$ cat src/rtl/lfsr_pkg.sv
// Shared definitions for the LFSR sequencer: FSM states, LFSR geometry and
// the lock-up guard values.
package lfsr_pkg;

    typedef enum logic [1:0] {
        IDLE    = 2'd0,
        STEP    = 2'd1,
        PRESENT = 2'd2,
        DONE    = 2'd3
    } state_t;

    localparam int LFSR_W = 8;
    localparam int TAP_HI = 7;
    localparam int TAP_LO = 3;

    localparam logic [LFSR_W-1:0] LOCKUP_VAL = 8'hFF;
    localparam logic [LFSR_W-1:0] SEED_SUBST = 8'h00;

    // XNOR feedback: all-ones is the lock-up state, all-zeros is a legal seed.
    function automatic logic [LFSR_W-1:0] lfsrNext(input logic [LFSR_W-1:0] v);
        return {v[LFSR_W-2:0], ~(v[TAP_HI] ^ v[TAP_LO])};
    endfunction

endpackage

$ cat src/rtl/lfsr_core.sv
// 8-bit XNOR-feedback LFSR register with parallel load; load beats step.
module lfsr_core
    import lfsr_pkg::*;
(
    input  logic              clk,
    input  logic              reset,
    input  logic              load,
    input  logic [LFSR_W-1:0] load_val,
    input  logic              step,
    output logic [LFSR_W-1:0] out
);

    logic [LFSR_W-1:0] r_lfsr;

    always_ff @(posedge clk) begin
        if (!reset) begin
            r_lfsr <= '0;
        end else if (load) begin
            r_lfsr <= load_val;
        end else if (step) begin
            r_lfsr <= lfsrNext(r_lfsr);
        end
    end

    assign out = r_lfsr;

endmodule

$ cat src/rtl/lfsr_sequencer.sv
// Seeds and advances an LFSR, then streams a requested number of random bytes
// over valid/ready, finishing with a one-cycle done pulse.
module lfsr_sequencer
    import lfsr_pkg::*;
#(
    parameter int STEPS_PER_WORD = 8,
    parameter int CNT_W          = 8
) (
    input  logic              clk,
    input  logic              reset,
    input  logic              start,
    input  logic              abort,
    input  logic [LFSR_W-1:0] seed,
    input  logic [CNT_W-1:0]  num_words,
    output logic [LFSR_W-1:0] rnd_data,
    output logic              rnd_valid,
    input  logic              rnd_ready,
    output logic              busy,
    output logic              done
);

    localparam logic [7:0] STEP_RELOAD = 8'(STEPS_PER_WORD - 1);

    state_t            r_state;
    state_t            w_stateNext;
    logic [CNT_W-1:0]  r_remaining;
    logic [7:0]        r_stepCnt;
    logic              w_accept;
    logic              w_handshake;
    logic              w_step;
    logic [LFSR_W-1:0] w_loadVal;

    assign w_accept    = (r_state == IDLE) && start && !abort;
    assign w_handshake = (r_state == PRESENT) && rnd_ready && !abort;
    assign w_step      = (r_state == STEP) && !abort;
    assign w_loadVal   = (seed == LOCKUP_VAL) ? SEED_SUBST : seed;

    lfsr_core u_core (
        .clk      (clk),
        .reset    (reset),
        .load     (w_accept),
        .load_val (w_loadVal),
        .step     (w_step),
        .out      (rnd_data)
    );

    always_comb begin
        w_stateNext = r_state;
        unique case (r_state)
            IDLE: begin
                if (w_accept) begin
                    w_stateNext = (num_words == '0) ? DONE : STEP;
                end
            end
            STEP: begin
                if (abort) begin
                    w_stateNext = IDLE;
                end else if (r_stepCnt == '0) begin
                    w_stateNext = PRESENT;
                end
            end
            PRESENT: begin
                if (abort) begin
                    w_stateNext = IDLE;
                end else if (rnd_ready) begin
                    w_stateNext = (r_remaining == CNT_W'(1)) ? DONE : STEP;
                end
            end
            DONE: begin
                w_stateNext = IDLE;
            end
            default: begin
                w_stateNext = IDLE;
            end
        endcase
    end

    // remaining is at least 1 whenever PRESENT is reached, so it cannot wrap.
    always_ff @(posedge clk) begin
        if (!reset) begin
            r_state     <= IDLE;
            r_remaining <= '0;
            r_stepCnt   <= '0;
        end else begin
            r_state <= w_stateNext;
            if (w_accept) begin
                r_remaining <= num_words;
                r_stepCnt   <= STEP_RELOAD;
            end else if (w_step && (r_stepCnt != '0)) begin
                r_stepCnt <= r_stepCnt - 8'd1;
            end else if (w_handshake) begin
                r_remaining <= r_remaining - CNT_W'(1);
                r_stepCnt   <= STEP_RELOAD;
            end
        end
    end

    assign rnd_valid = (r_state == PRESENT);
    assign busy      = (r_state != IDLE);
    assign done      = (r_state == DONE);

endmodule

$ cat config.mk
export PLATFORM = sky130hd
export DESIGN_NAME = lfsr_sequencer
export DESIGN_NICKNAME = d
export VERILOG_FILES = /design/src/rtl/lfsr_pkg.sv /design/src/rtl/lfsr_core.sv /design/src/rtl/lfsr_sequencer.sv
export SDC_FILE = /design/constraint.sdc
export NUM_CORES = 1
export LEC_CHECK = 0
export BUFFER_PORTS_ARGS = -buffer_cell sky130_fd_sc_hd__buf_2
export CAP_MARGIN = 20
export CORE_AREA = 2 2 54 56
export DETAILED_ROUTE_END_ITERATION = 12
export DIE_AREA = 0 0 56 58
export HOLD_SLACK_MARGIN = 0.06
export PLACE_DENSITY = 0.78
export SLEW_MARGIN = 20
export SYNTH_ARGS = -nofsm -noshare
export SYNTH_HDL_FRONTEND = slang
export SYNTH_SLANG_ARGS = --single-unit
$ cat constraint.sdc
create_clock -name clk -period 3.25 [get_ports clk]
set_clock_uncertainty 0.2 [all_clocks]
set_input_delay 0.65 -clock clk [delete_from_list [all_inputs] [get_ports clk]]
set_output_delay 0.65 -clock clk [all_outputs]
set_load 0.03 [all_outputs]
# Word level (Yosys, flattened, before mapping)
# Cells that the tools add are included.
totals:
  ff_bits: 26
  latchBits: 0
  ram_bits: 0
  romBits: 0
  input_bits: 21
  output_inout_bits: 11
  elab_cells: 55
  n_memories: 0
classes:
  addsub: 2
  mul: 0
  div_mod_pow: 0
  n_lt_le_gt_ge: 0
  eq_ne: 9
  shifts: 0
  muxes: 17
  bitwise_logic: 3
  reduce_logical: 19
op_table:
  columns: ["operator", "n"]
  rows:
  - ["8-bit 2-to-1 mux", 8]
  - ["8-bit logical NOT", 2]
  - ["8-bit by 1-bit subtractor with 8-bit output (second input constant)", 2]
  - ["2-bit 2-to-1 mux", 7]
  - ["8-bit by 1-bit == test with 1-bit output (second input constant)", 1]
  - ["8-bit == test (second input constant)", 1]
  - ["2-bit case mux with 4 select lines", 1]
  - ["2-bit nonzero test", 4]
  - ["8-bit nonzero test", 1]
  - ["1-bit logical AND", 6]
  - ["3-bit by 2-bit != test with 1-bit output (second input constant)", 2]
  - ["2-bit == test (second input constant)", 2]
  - ["2-bit by 1-bit != test with 1-bit output (second input constant)", 2]
  - ["3-bit 2-to-1 mux", 1]
  - ["3-bit AND reduction", 1]
  - ["3-bit nonzero test", 1]
  - ["2-bit by 1-bit == test with 1-bit output (second input constant)", 1]
  - ["2-bit logical NOT", 1]
  - ["1-bit NOT", 2]
  - ["2-bit AND reduction", 1]
  - ["2-bit OR reduction", 1]
  - ["1-bit logical NOT", 1]
  - ["1-bit XOR", 1]

# Longest topological paths before layout
# Gate-level depths: netlist of the first run.
depth:
  ltp_word: 6
  depth_mapped: 6
  mapped_depth_nobuf: 6

# Hierarchy
# From an unflattened synthesis of the first run, not the netlist that was laid out.
hier_totals:
  cells_unflattened: 179
  hier_area_um2: 1514.0
by_module_without_submodules:
  columns: ["module", "n_inst", "cells_per_inst", "area_each_um2", "seq_area_each_um2"]
  rows:
  - ["lfsr_sequencer", 1, 143, 1162.4, 360.3]
  - ["lfsr_core", 1, 36, 351.6, 160.2]

# Least setup slack after synthesis of the first run
# OpenSTA, ideal clock, no wires.
synth_timing:
  kind: "input -> register"
  from: "in abort"
  to: "reg r_stepCnt[5]"
  setup_time_ns: 0.079
  arrival_time_ns: 1.878
  t_required_ns: 2.971
  slack_ns: 1.093
  path_stages: 5
  n_path_buf: 1
  path_cell_list: "buf_2 or3b_4 nand4b_4 or3_1 a211oi_2"
synth_via:
  elab_chain_len: 4
  elab_cells_between_ends: 8
  classes_between: "1 x mux; 7 x reduce/logical"
synth_lines:
  columns: ["item", "line", "source"]
  rows:
  - ["from (decl)", "lfsr_sequencer.sv:12", "input logic abort,"]
  - ["1-bit logical NOT *", "lfsr_sequencer.sv:33, lfsr_sequencer.sv:34, lfsr_sequencer.sv:35", null]
  - ["1-bit logical AND", "lfsr_sequencer.sv:35", "assign w_step = (r_state == STEP) && !abort;"]
  - ["1-bit logical AND", "lfsr_sequencer.sv:89", "end else if (w_step && (r_stepCnt != '0)) begin"]
  - ["8-bit 2-to-1 mux or 2-bit nonzero test (tied branches)", null, null]
  - ["to (signal assigned)", "lfsr_sequencer.sv:90", "r_stepCnt <= r_stepCnt - 8'd1;"]
  - ["to (decl)", "lfsr_sequencer.sv:27", "logic [7:0] r_stepCnt;"]
# Mark *: on every way between the ends. The rest lies on a longest branch, timed or not.
# A chain may end at the register's enable or synchronous reset.

# Final worst setup path of the first run
layout_timing:
  from: "reg r_stepCnt[1]"
  to: "reg r_stepCnt[4]"
layout_via:
  elab_chain_len: 3
  elab_cells_between_ends: 5
  classes_between: "1 x add/sub; 1 x mux; 3 x reduce/logical"
layout_lines:
  columns: ["item"]
  rows:
  - ["branches (longest 3 deep; another with 8-bit by 1-bit subtractor with 8-bit output)"]
# Several ways; the timed one is not identified.

==> results of run 1 <==
==> cell families after synthesis <==
kind of cell             Yosys count  share of synthesized area (%)
flip-flops                        26                           36.2
AO/OA/AOI/OAI                     54                           22.5
AND/OR/NAND/NOR                   68                           27.6
buffers and inverters             15                           4.01
XOR/XNOR                           9                           5.49
multiplexers                       1                          0.697
adder cells (fa/ha/maj)            4                           3.48
==> final timing paths <==
kind                             start                         to  slack [ps]  depth (start not counted)
min          r_stepCnt[0]$_SDFFE_PN0P_  r_stepCnt[0]$_SDFFE_PN0P_         310                          1
min reg2reg  r_stepCnt[0]$_SDFFE_PN0P_  r_stepCnt[0]$_SDFFE_PN0P_         310                          1
max          r_stepCnt[1]$_SDFFE_PN0P_  r_stepCnt[4]$_SDFFE_PP0P_         970                          6
max reg2reg  r_stepCnt[1]$_SDFFE_PN0P_  r_stepCnt[4]$_SDFFE_PP0P_         970                          6
==> synth_stat cells, drive strengths merged (5+ instances only) <==
cell type / count
nor2: 9
nand2: 18
nor3: 5
dfxtp: 26
a21oi: 17
inv: 6
clkbuf: 8
o21ai: 23
xnor2: 5
a211oi: 5
nor4: 5
==> state kept, by name (all words and copies together), names as in the netlist <==
register     flops
r_remaining      8
r_stepCnt        8
u_core.out       8
r_state          2
==> stage by stage <==
step	area [um2]	hold slack (ps)	power (mW)
6_report	1650	315	0.694
5_1_grt	1650	332	0.727
4_1_cts	1650	308	0.696
3_5_place_dp	1610	287	0.531
3_3_place_gp	1610	276	0.525
2_1_floorplan	1440	258	0.481
==> power by group <==
part | internal, mW | leakage [nW] | switching (mW)
combinational | 0.0627 | 0.419 | 0.0994
clock | 0.0685 | 0.0210 | 0.0984
sequential | 0.342 | 0.213 | 0.0225
==> worst max-delay path, cell delays in order (launching register included) <==
cell and delay (ps):
dfxtp_1 350, inv_1 140, ha_1 190, nor3b_1 570
a21oi_2 260, a31o_2 290, a211oi_1 190
==> per-layer routing <==
| layer | vias to the layer above | wire length (um) | GRT usage, % |
|---|---|---|---|
| met5 | - | 0 | 0 |
| met3 | 2 | 241 | 3.35 |
| li1 | 697 | - | - |
| met1 | 657 | 1500 | 28.3 |
| met4 | 0 | 19 | 8.84 |
| met2 | 50 | 1680 | 37.5 |
==> layout make-up <==
| type | count | area share [%] |
|---|---|---|
| clock buffers | 4 | 2.20 |
| multi-input cells | 136 | 52.1 |
| flip-flops and latches | 26 | 31.6 |
| repair buffers | 33 | 10.3 |
| inverters | 6 | 1.37 |
| well taps | 31 | 2.36 |
==> summary.txt, run 1 <==
Critical path
  • CP Max Fanout: 10
  • CP arrival: 2320 ps
  • Worst path required time: 3290 ps
  • Worst Setup End Kind: flip-flop
  • Startpoint types: flip-flop
  • Type of the worst setup path: reg -> reg

Global route
  • GRT Total Usage: 22.1%
  • Vias in the first global route: 1345
  • Total grt overflow: 0
  • Pin count of the biggest net entering global routing: 28
  • Initial antenna violation count: 0
  • First-pass GRT wire length: 5.80 mm

Cells and area
  • Most common cell after layout, fill and taps aside: buf_2
  • Layout Utilization: 61.8%
  • Nets: 231
  • Commonest cells after routing, fill and taps aside: buf_2 (31), dfxtp_1 (26), o21ai_0 (23)
  • Diode count: 0
  • Fin cells: 236
  • Seq. cell area: 520 um2
  • Area of the multi-input gates: 858 um2
  • Filler cells: 241
  • Layout area overhead: 14.6%
  • Share of cells above drive strength 1: 22.0%

Die
  • Initial Utilization: 53.9%
  • # rows: 19
  • Core area: 2660 um2
  • Total die area: 3250 um2
  • DIE WIDTH: 56 um
  • IO Count: 32
  • Die Ht: 58 um

STA
  • Max Clk Rate: 0.438 GHz
  • Setup violators final: 0
  • Post-route worst setup slack: 969 ps
  • Setup TNS: 0 ps
  • Final Hold Viols: 0
  • Measured slew at the worst slew-check pin: 756 ps
  • Minimum clock period after layout: 2280 ps
  • Max-slew headroom: 49.6%
  • Final Max Tran Viols: 0
  • Tcrit/Tclk final: 70.2%
  • RSZ-0062 raised after global routing: false

Routing
  • Avg WL per Cell: 14.6 um
  • Routed Antenna Nets: 0
  • Vias per inst: 5.96
  • Post-Route WL: 3.44 mm
  • Via count: 1406
  • Drt initial violations: 73
  • Pre-Repair DR Iteration Count: 4
  • Residual DRC: 0

Power and ir drop
  • Pleak: 0.654 nW
  • Maximum VDD drop: 0.346 mV
  • P per Cell Area: 421 nW/um2

CTS
  • Post_cts resized: 0
  • Hold buffer count at cts: 0
  • Postcts setup bufs: 0
  • CTS Buffer Depth: 2
  • CTS tree: built
  • CTS buffer count: 3
  • Htree depth: 1
  • Clock Sink Count: 26
  • CTS clk-pin slew, worst paths: 150 ps
  • Skew-Pair Late Insertion Delay: 320 ps
  • Root buf cell: clkbuf_4

Place
  • Placement Setup Slack: 723 ps
  • Dpl hpwl: 2.49 mm
  • Port Buffers: 31
  • Final GP Congestion: 0.846
  • Dpl cells: 232

Logic synthesis
  • Cell taking the most area after synthesis: dfxtp_1
  • Synthesized area: 1440 um2
  • Syn Inst Count: 177
  • Top post-synthesis cells by area: dfxtp_1 (36%), o21ai_0 (8.0%), a21oi_1 (5.6%)
  • Count of cell types in the netlist: 43
  • Asr flop ratio synth: 0%
  • Mean area per synthesized cell: 8.12 um2
  • Main synth FF type: dfxtp_1
  • Share of the synthesized area in the top cell type: 36.2%
  • Number of flops mapped to enable cells by yosys: 0
  • Mapped Nets: 202
  • Sequential-to-total area share from yosys stat: 36.2%
  • Flops & latches, synth: 26
  • Synth warn: 0

Worst hold path
  • Hold crit path type: reg -> reg

Status
  • Status: finished clean

Flow run
  • Max Cap Violations: 0
No activity file was read; power rests on OpenSTA's default activity.
==> run 2, diff against run 1 <==
--- a/config.mk
+++ b/config.mk
@@ -7,11 +7,11 @@
 export LEC_CHECK = 0
 export BUFFER_PORTS_ARGS = -buffer_cell sky130_fd_sc_hd__buf_2
 export CAP_MARGIN = 20
-export CORE_AREA = 2 2 54 56
+export CORE_AREA = 2 2 56 58
 export DETAILED_ROUTE_END_ITERATION = 12
-export DIE_AREA = 0 0 56 58
+export DIE_AREA = 0 0 58 60
 export HOLD_SLACK_MARGIN = 0.06
-export PLACE_DENSITY = 0.78
+export PLACE_DENSITY = 0.73
 export SLEW_MARGIN = 20
 export SYNTH_ARGS = -nofsm -noshare
 export SYNTH_HDL_FRONTEND = slang
==> constraint.sdc (replaced) <==
create_clock -name clk -period 2.25 [get_ports clk]
set_clock_uncertainty 0.2 [all_clocks]
set_input_delay 0.45 -clock clk [delete_from_list [all_inputs] [get_ports clk]]
set_output_delay 0.45 -clock clk [all_outputs]
set_load 0.03 [all_outputs]
==> run 2 against run 1 <==
Against the previous run: critical path type unchanged; register-to-register slack worse by 770 ps; via count up 0.14%; sequential share of layout area down 0.31 points; clock power up 14%; maximum frequency up 11%; global-route usage down 1.2 points; first-iteration DRC count down 33%; sequential cell count unchanged; setup slack worse by 770 ps; cell count up 1.7%.
==> summary.txt, run 2 (same netlist as run 1, synthesis figures left out) <==
STA
  • Max-slew headroom: 62.3% (was 49.6%)
  • Measured slew at the worst slew-check pin: 560 ps (was 756 ps)
  • Final hold slack: 180 ps (was 315 ps)
  • Final Max Tran Viols: 0 (unchanged)
  • Max Clk Rate: 0.488 GHz (was 0.438 GHz)
  • Setup TNS: 0 ps (unchanged)
  • Tcrit/Tclk final: 91.1% (was 70.2%)
  • Final Hold Viols: 0 (unchanged)
  • Setup violators final: 0 (unchanged)
  • Minimum clock period after layout: 2050 ps (was 2280 ps)
  • RSZ-0062 raised after global routing: false (unchanged)
  • Post-route worst setup slack: 200 ps (was 969 ps)

Routing
  • Residual DRC: 0 (unchanged)
  • Post-Route WL: 3.38 mm (was 3.44 mm)
  • Routed Antenna Nets: 0 (unchanged)
  • Drt initial violations: 49 (was 73)
  • Pre-Repair DR Iteration Count: 4 (unchanged)
  • Vias per inst: 5.87 (was 5.96)
  • Via count: 1408 (was 1406)
  • Avg WL per Cell: 14.1 um (was 14.6 um)

Die
  • Die Ht: 60 um (was 58 um)
  • # rows: 20 (was 19)
  • DIE WIDTH: 58 um (was 56 um)
  • Core area: 2900 um2 (was 2660 um2)
  • Initial Utilization: 49.5% (was 53.9%)
  • Total die area: 3480 um2 (was 3250 um2)
  • IO Count: 32 (unchanged)

Status
  • Status: finished clean (unchanged)

CTS
  • Root buf cell: clkbuf_4 (unchanged)
  • CTS tree: built (unchanged)
  • CTS buffer count: 3 (unchanged)
  • CTS Buffer Depth: 2 (unchanged)
  • Post_cts resized: 0 (unchanged)
  • Htree depth: 1 (unchanged)
  • Postcts setup bufs: 0 (unchanged)
  • Clock Sink Count: 26 (unchanged)
  • Skew-Pair Late Insertion Delay: 310 ps (was 320 ps)
  • CTS clk-pin slew, worst paths: 140 ps (was 150 ps)
  • Hold buffer count at cts: 0 (unchanged)

Place
  • Final GP Congestion: 0.858 (was 0.846)
  • Dpl hpwl: 2.59 mm (was 2.49 mm)
  • Port Buffers: 31 (unchanged)
  • Placement Setup Slack: 130 ps (was 723 ps)

Global route
  • Vias in the first global route: 1350 (was 1345)
  • Initial antenna violation count: 0 (unchanged)
  • Met1 Usage GRT: 25.7% (was 28.3%)
  • Global Route met2 Usage: 37.3% (was 37.5%)
  • Most Used Layer, Global Route: met2 (unchanged)
  • GRT Total Usage: 20.8% (was 22.1%)
  • Total grt overflow: 0 (unchanged)
  • First-pass GRT wire length: 5.73 mm (was 5.80 mm)
  • GR Util met3: 3.03% (was 3.35%)
  • Pin count of the biggest net entering global routing: 17 (was 28)

Cells and area
  • Commonest cells after routing, fill and taps aside: buf_2 (31), dfxtp_1 (26), o21ai_0 (23) (unchanged)
  • Share of cells above drive strength 1: 23.2% (was 22.0%)
  • Diode count: 0 (unchanged)
  • Most common cell after layout, fill and taps aside: buf_2 (unchanged)
  • Layout area overhead: 15.8% (was 14.6%)
  • Nets: 234 (was 231)
  • Layout Utilization: 57.3% (was 61.8%)

Critical path
  • Max incr delay on CP: 510 ps (was 570 ps)
  • Slowest-stage cell, CP: dfxtp_1 (was nor3b_1)
  • CP bufs+invs: 0 (was 1)
  • Worst path cell trace: or3b_4, a21oi_2, nand4b_1, a211oi_1 (was inv_1, ha_1, nor3b_1, a21oi_2, a31o_2, a211oi_1)
  • Type of the worst setup path: reg -> reg (unchanged)
  • Top delay family on crit path: simple AND/OR/NAND/NOR gates (was compound AO/OA/AOI/OAI gates)
  • Startpoint types: flip-flop (unchanged)
  • Worst Setup End Kind: flip-flop (unchanged)
  • Worst path required time: 2280 ps (was 3290 ps)
  • CP Max Fanout: 13 (was 10)
  • CP arrival: 2080 ps (was 2320 ps)

Power and ir drop
  • Maximum VDD drop: 0.299 mV (was 0.346 mV)
  • Pleak: 0.663 nW (was 0.654 nW)
  • P per Cell Area: 574 nW/um2 (was 421 nW/um2)

Worst hold path
  • Hold crit path type: in -> reg (was reg -> reg)

Flow run
  • Max Cap Violations: 0 (unchanged)
[run 2: cell count changes in the layout (fill, tap and decap cells not counted), sizes merged]
cell,previous run,this run
buf,33,36
clkbuf,4,3
[run 2: power breakdown]
group / leakage, nW / switching (mW) / total, mW / internal [mW]
clock: 0.0138 / 0.128 / 0.190 / 0.0624
combinational: 0.436 / 0.143 / 0.238 / 0.0955
sequential: 0.213 / 0.0326 / 0.526 / 0.494
[run 2: final cells by class]
class	instances	area, um2
repair buffers	36	193
multi-input cells	136	863
fillers	281	1240
well taps	33	41.3
clock buffers	3	22.5
inverters	6	22.5
flip-flops and latches	26	520
[run 2: final timing paths]
path	depth (start not counted)	end	slack, ps	start
hold reg to reg	1	r_stepCnt[0]$_SDFFE_PN0P_	330	r_stepCnt[0]$_SDFFE_PN0P_
setup / recovery	4	r_stepCnt[4]$_SDFFE_PP0P_	200	r_state[0]$_SDFFE_PN0P_
hold / removal	3	u_core.out[3]$_SDFFE_PN0P_	180	seed[3]
setup reg to reg	4	r_stepCnt[4]$_SDFFE_PP0P_	200	r_state[0]$_SDFFE_PN0P_
[run 2: routing by layer]
layer | wire length (um) | part of all wire, %
met5 | 0 | 0
met3 | 148 | 4.4
met4 | 20 | 0.59
met1 | 1560 | 46
met2 | 1660 | 49
[run 2: stage by stage]
stage               instances  power, mW  cell area, um2
finish                    240      0.955            1660
CTS                       240      0.960            1660
global route              240       1.02            1660
global placement          237      0.763            1640
detailed placement        237      0.771            1640
floorplan                 177      0.694            1440
[run 2: worst min-delay path, delay by kind of cell]
kind / cells / cell delay, ps
compound gates: 1 / 50
buf+inv: 1 / 110
simple gates: 1 / 50
==> run 3, diff against run 2 <==
--- a/config.mk
+++ b/config.mk
@@ -11,7 +11,8 @@
 export DETAILED_ROUTE_END_ITERATION = 12
 export DIE_AREA = 0 0 58 60
 export HOLD_SLACK_MARGIN = 0.06
-export PLACE_DENSITY = 0.73
+export PLACE_DENSITY_LB_ADDON = 0.1
+export RECOVER_POWER = 50
 export SLEW_MARGIN = 20
 export SYNTH_ARGS = -nofsm -noshare
 export SYNTH_HDL_FRONTEND = slang
==> run 3 against run 2 <==
Against the previous run: routed wire length shrank 3.9%; setup slack gained 35 ps; non-clock buffer count is the same; hold slack worse by 41 ps; global-route usage barely moved; critical path depth stayed put; first-iteration DRC count down 27%; clock power is 32% higher; cell count grew 0.42%; critical path type unchanged; largest cell class unchanged.
==> summary.txt, run 3 (same netlist as run 1, synthesis figures left out) <==
Routing
  • Pre-Repair DR Iteration Count: 4 (unchanged)
  • Vias per inst: 5.71 (was 5.87)
  • Residual DRC: 0 (unchanged)
  • Routed Antenna Nets: 0 (unchanged)
  • Post-Route WL: 3.25 mm (was 3.38 mm)
  • Via count: 1375 (was 1408)
  • Avg WL per Cell: 13.5 um (was 14.1 um)
  • Drt initial violations: 36 (was 49)

Place
  • Dpl cells: 237 (unchanged)
  • Cell Area, Placed: 1640 um2 (unchanged)
  • Dpl hpwl: 2.41 mm (was 2.59 mm)
  • Final GP Congestion: 0.878 (was 0.858)
  • Port Buffers: 31 (unchanged)
  • Placement Setup Slack: 141 ps (was 130 ps)

STA
  • RSZ-0062 raised after global routing: false (unchanged)
  • Measured slew at the worst slew-check pin: 534 ps (was 560 ps)
  • Final Hold Viols: 0 (unchanged)
  • Max Clk Rate: 0.496 GHz (was 0.488 GHz)
  • Setup TNS: 0 ps (unchanged)
  • Final Max Tran Viols: 0 (unchanged)
  • Max-slew headroom: 64.4% (was 62.3%)
  • Setup violators final: 0 (unchanged)
  • Post-route worst setup slack: 235 ps (was 200 ps)
  • Minimum clock period after layout: 2010 ps (was 2050 ps)
  • Tcrit/Tclk final: 89.5% (was 91.1%)

Worst hold path
  • Hold crit path type: in -> reg (unchanged)
  • Hold Path Cell Cnt: 3 (unchanged)
  • Worst min-delay path startpoint: seed[4] (was seed[3])

Die
  • # rows: 20 (unchanged)
  • Initial Utilization: 49.5% (unchanged)
  • DIE WIDTH: 58 um (unchanged)
  • Core area: 2900 um2 (unchanged)
  • IO Count: 32 (unchanged)
  • Die Ht: 60 um (unchanged)
  • Total die area: 3480 um2 (unchanged)

Cells and area
  • Post-route cell area: 1660 um2 (unchanged)
  • Diode count: 0 (unchanged)
  • Nets: 234 (unchanged)
  • Filler cells: 287 (was 281)
  • Most common cell after layout, fill and taps aside: dfxtp_1 (was buf_2)
  • Fin cells: 241 (was 240)
  • Layout area overhead: 15.8% (unchanged)
  • Commonest cells after routing, fill and taps aside: dfxtp_1 (26), o21ai_0 (23), buf_2 (23) (was buf_2 (31), dfxtp_1 (26), o21ai_0 (23))
  • Share of cells above drive strength 1: 19.2% (was 23.2%)

CTS
  • Hold buffer count at cts: 0 (unchanged)
  • CTS tree: built (unchanged)
  • Root buf cell: clkbuf_4 (unchanged)
  • CTS Buffer Depth: 2 (unchanged)
  • CTS buffer count: 3 (unchanged)
  • CTS clk-pin slew, worst paths: 150 ps (was 140 ps)
  • Skew-Pair Late Insertion Delay: 340 ps (was 310 ps)
  • Htree depth: 1 (unchanged)
  • Clock Sink Count: 26 (unchanged)

Global route
  • GRT Total Usage: 20.8% (about the same)
  • Total grt overflow: 0 (unchanged)
  • Vias in the first global route: 1322 (was 1350)
  • Pin count of the biggest net entering global routing: 16 (was 17)
  • First-pass GRT wire length: 5.58 mm (was 5.73 mm)
  • Initial antenna violation count: 0 (unchanged)

Critical path
  • Type of the worst setup path: reg -> reg (unchanged)
  • Critical path destination: r_stepCnt[5]$_SDFFE_PP0P_ (was r_stepCnt[4]$_SDFFE_PP0P_)
  • CP Max Fanout: 13 (unchanged)
  • CP arrival: 2090 ps (was 2080 ps)
  • Worst Setup End Kind: flip-flop (unchanged)
  • CP Launch Point: r_state[0]$_SDFFE_PN0P_ (unchanged)
  • Cells on worst reg2reg path: 4 (unchanged)
  • Reg2reg start: r_state[0]$_SDFFE_PN0P_ (unchanged)
  • Worst path required time: 2320 ps (was 2280 ps)
  • Worst r2r dst: r_stepCnt[5]$_SDFFE_PP0P_ (was r_stepCnt[4]$_SDFFE_PP0P_)
  • Startpoint types: flip-flop (unchanged)
  • Flop2flop setup slack: 240 ps (was 200 ps)

Power and ir drop
  • Maximum VDD drop: 0.343 mV (was 0.299 mV)
  • P per Cell Area: 606 nW/um2 (was 574 nW/um2)
  • Pleak: 0.636 nW (was 0.663 nW)
  • Pwr Total: 1.01 mW (was 0.955 mW)

Flow run
  • Max Cap Violations: 0 (unchanged)

Status
  • Status: finished clean (unchanged)
-- run 3: changes by cell type in the layout (fill, tap and decap cells not counted) --
| cell | previous run | this run |
|---|---|---|
| buf_2 | 31 | 23 |
| clkbuf_1 | 0 | 9 |
| buf_4 | 5 | 4 |
| clkbuf_8 | 0 | 1 |
-- run 3: worst min-delay path by stage --
stage / end / slack, ps
2_1_floorplan: r_stepCnt[0]$_SDFFE_PN0P_ / 260
3_3_place_gp: r_stepCnt[0]$_SDFFE_PN0P_ / 280
3_5_place_dp: r_stepCnt[7]$_SDFFE_PP0P_ / 290
4_1_cts: u_core.out[7]$_SDFFE_PN0P_ / 140
5_1_grt: u_core.out[6]$_SDFFE_PN0P_ / 140
6_report: u_core.out[4]$_SDFFE_PN0P_ / 140
-- run 3: through the flow --
| step | hold slack (ps) | utilization, % |
|---|---|---|
| 2_1_floorplan | 258 | - |
| 5_1_grt | 143 | 57.3 |
| 6_report | 139 | 57.3 |
| 3_3_place_gp | 279 | 56.3 |
| 4_1_cts | 136 | 57.6 |
| 3_5_place_dp | 286 | 56.3 |
-- run 3: final cells by class --
cell class                      instances  area, um2  share of cell area (%)
Clock buffer                            4       36.3                    2.18
Tap cell                               33       41.3                    2.48
Multi-Input combinational cell        136        863                    51.9
Inverter                                6       22.5                    1.35
Timing Repair Buffer                   36        179                    10.8
Sequential cell                        26        520                    31.3
-- run 3: report_power, final --
| group | total, mW | internal (mW) | switching (mW) |
|---|---|---|---|
| combinational | 0.232 | 0.0903 | 0.142 |
| clock | 0.250 | 0.0994 | 0.150 |
| sequential | 0.525 | 0.494 | 0.0315 |
-- run 3: what timing repair did --
action                     in CTS  in global routing
gates resized for setup         0                  1
buffers inserted                0                  0
setup endpoints to repair       0                  1
-- run 3: routing by layer --
metal	vias up	track usage [%]	routed length [um]
met4	0	11.3	53
met5	-	0	0
li1	706	-	-
met2	32	32.1	1430
met3	5	3.46	158
met1	632	27.8	1610
-- run 3: critical path: stages, from the launching register on --
cell and delay, ps:
dfxtp_1 490, or3b_4 500, nand4b_4 210, or3_1 340, a211oi_2 210
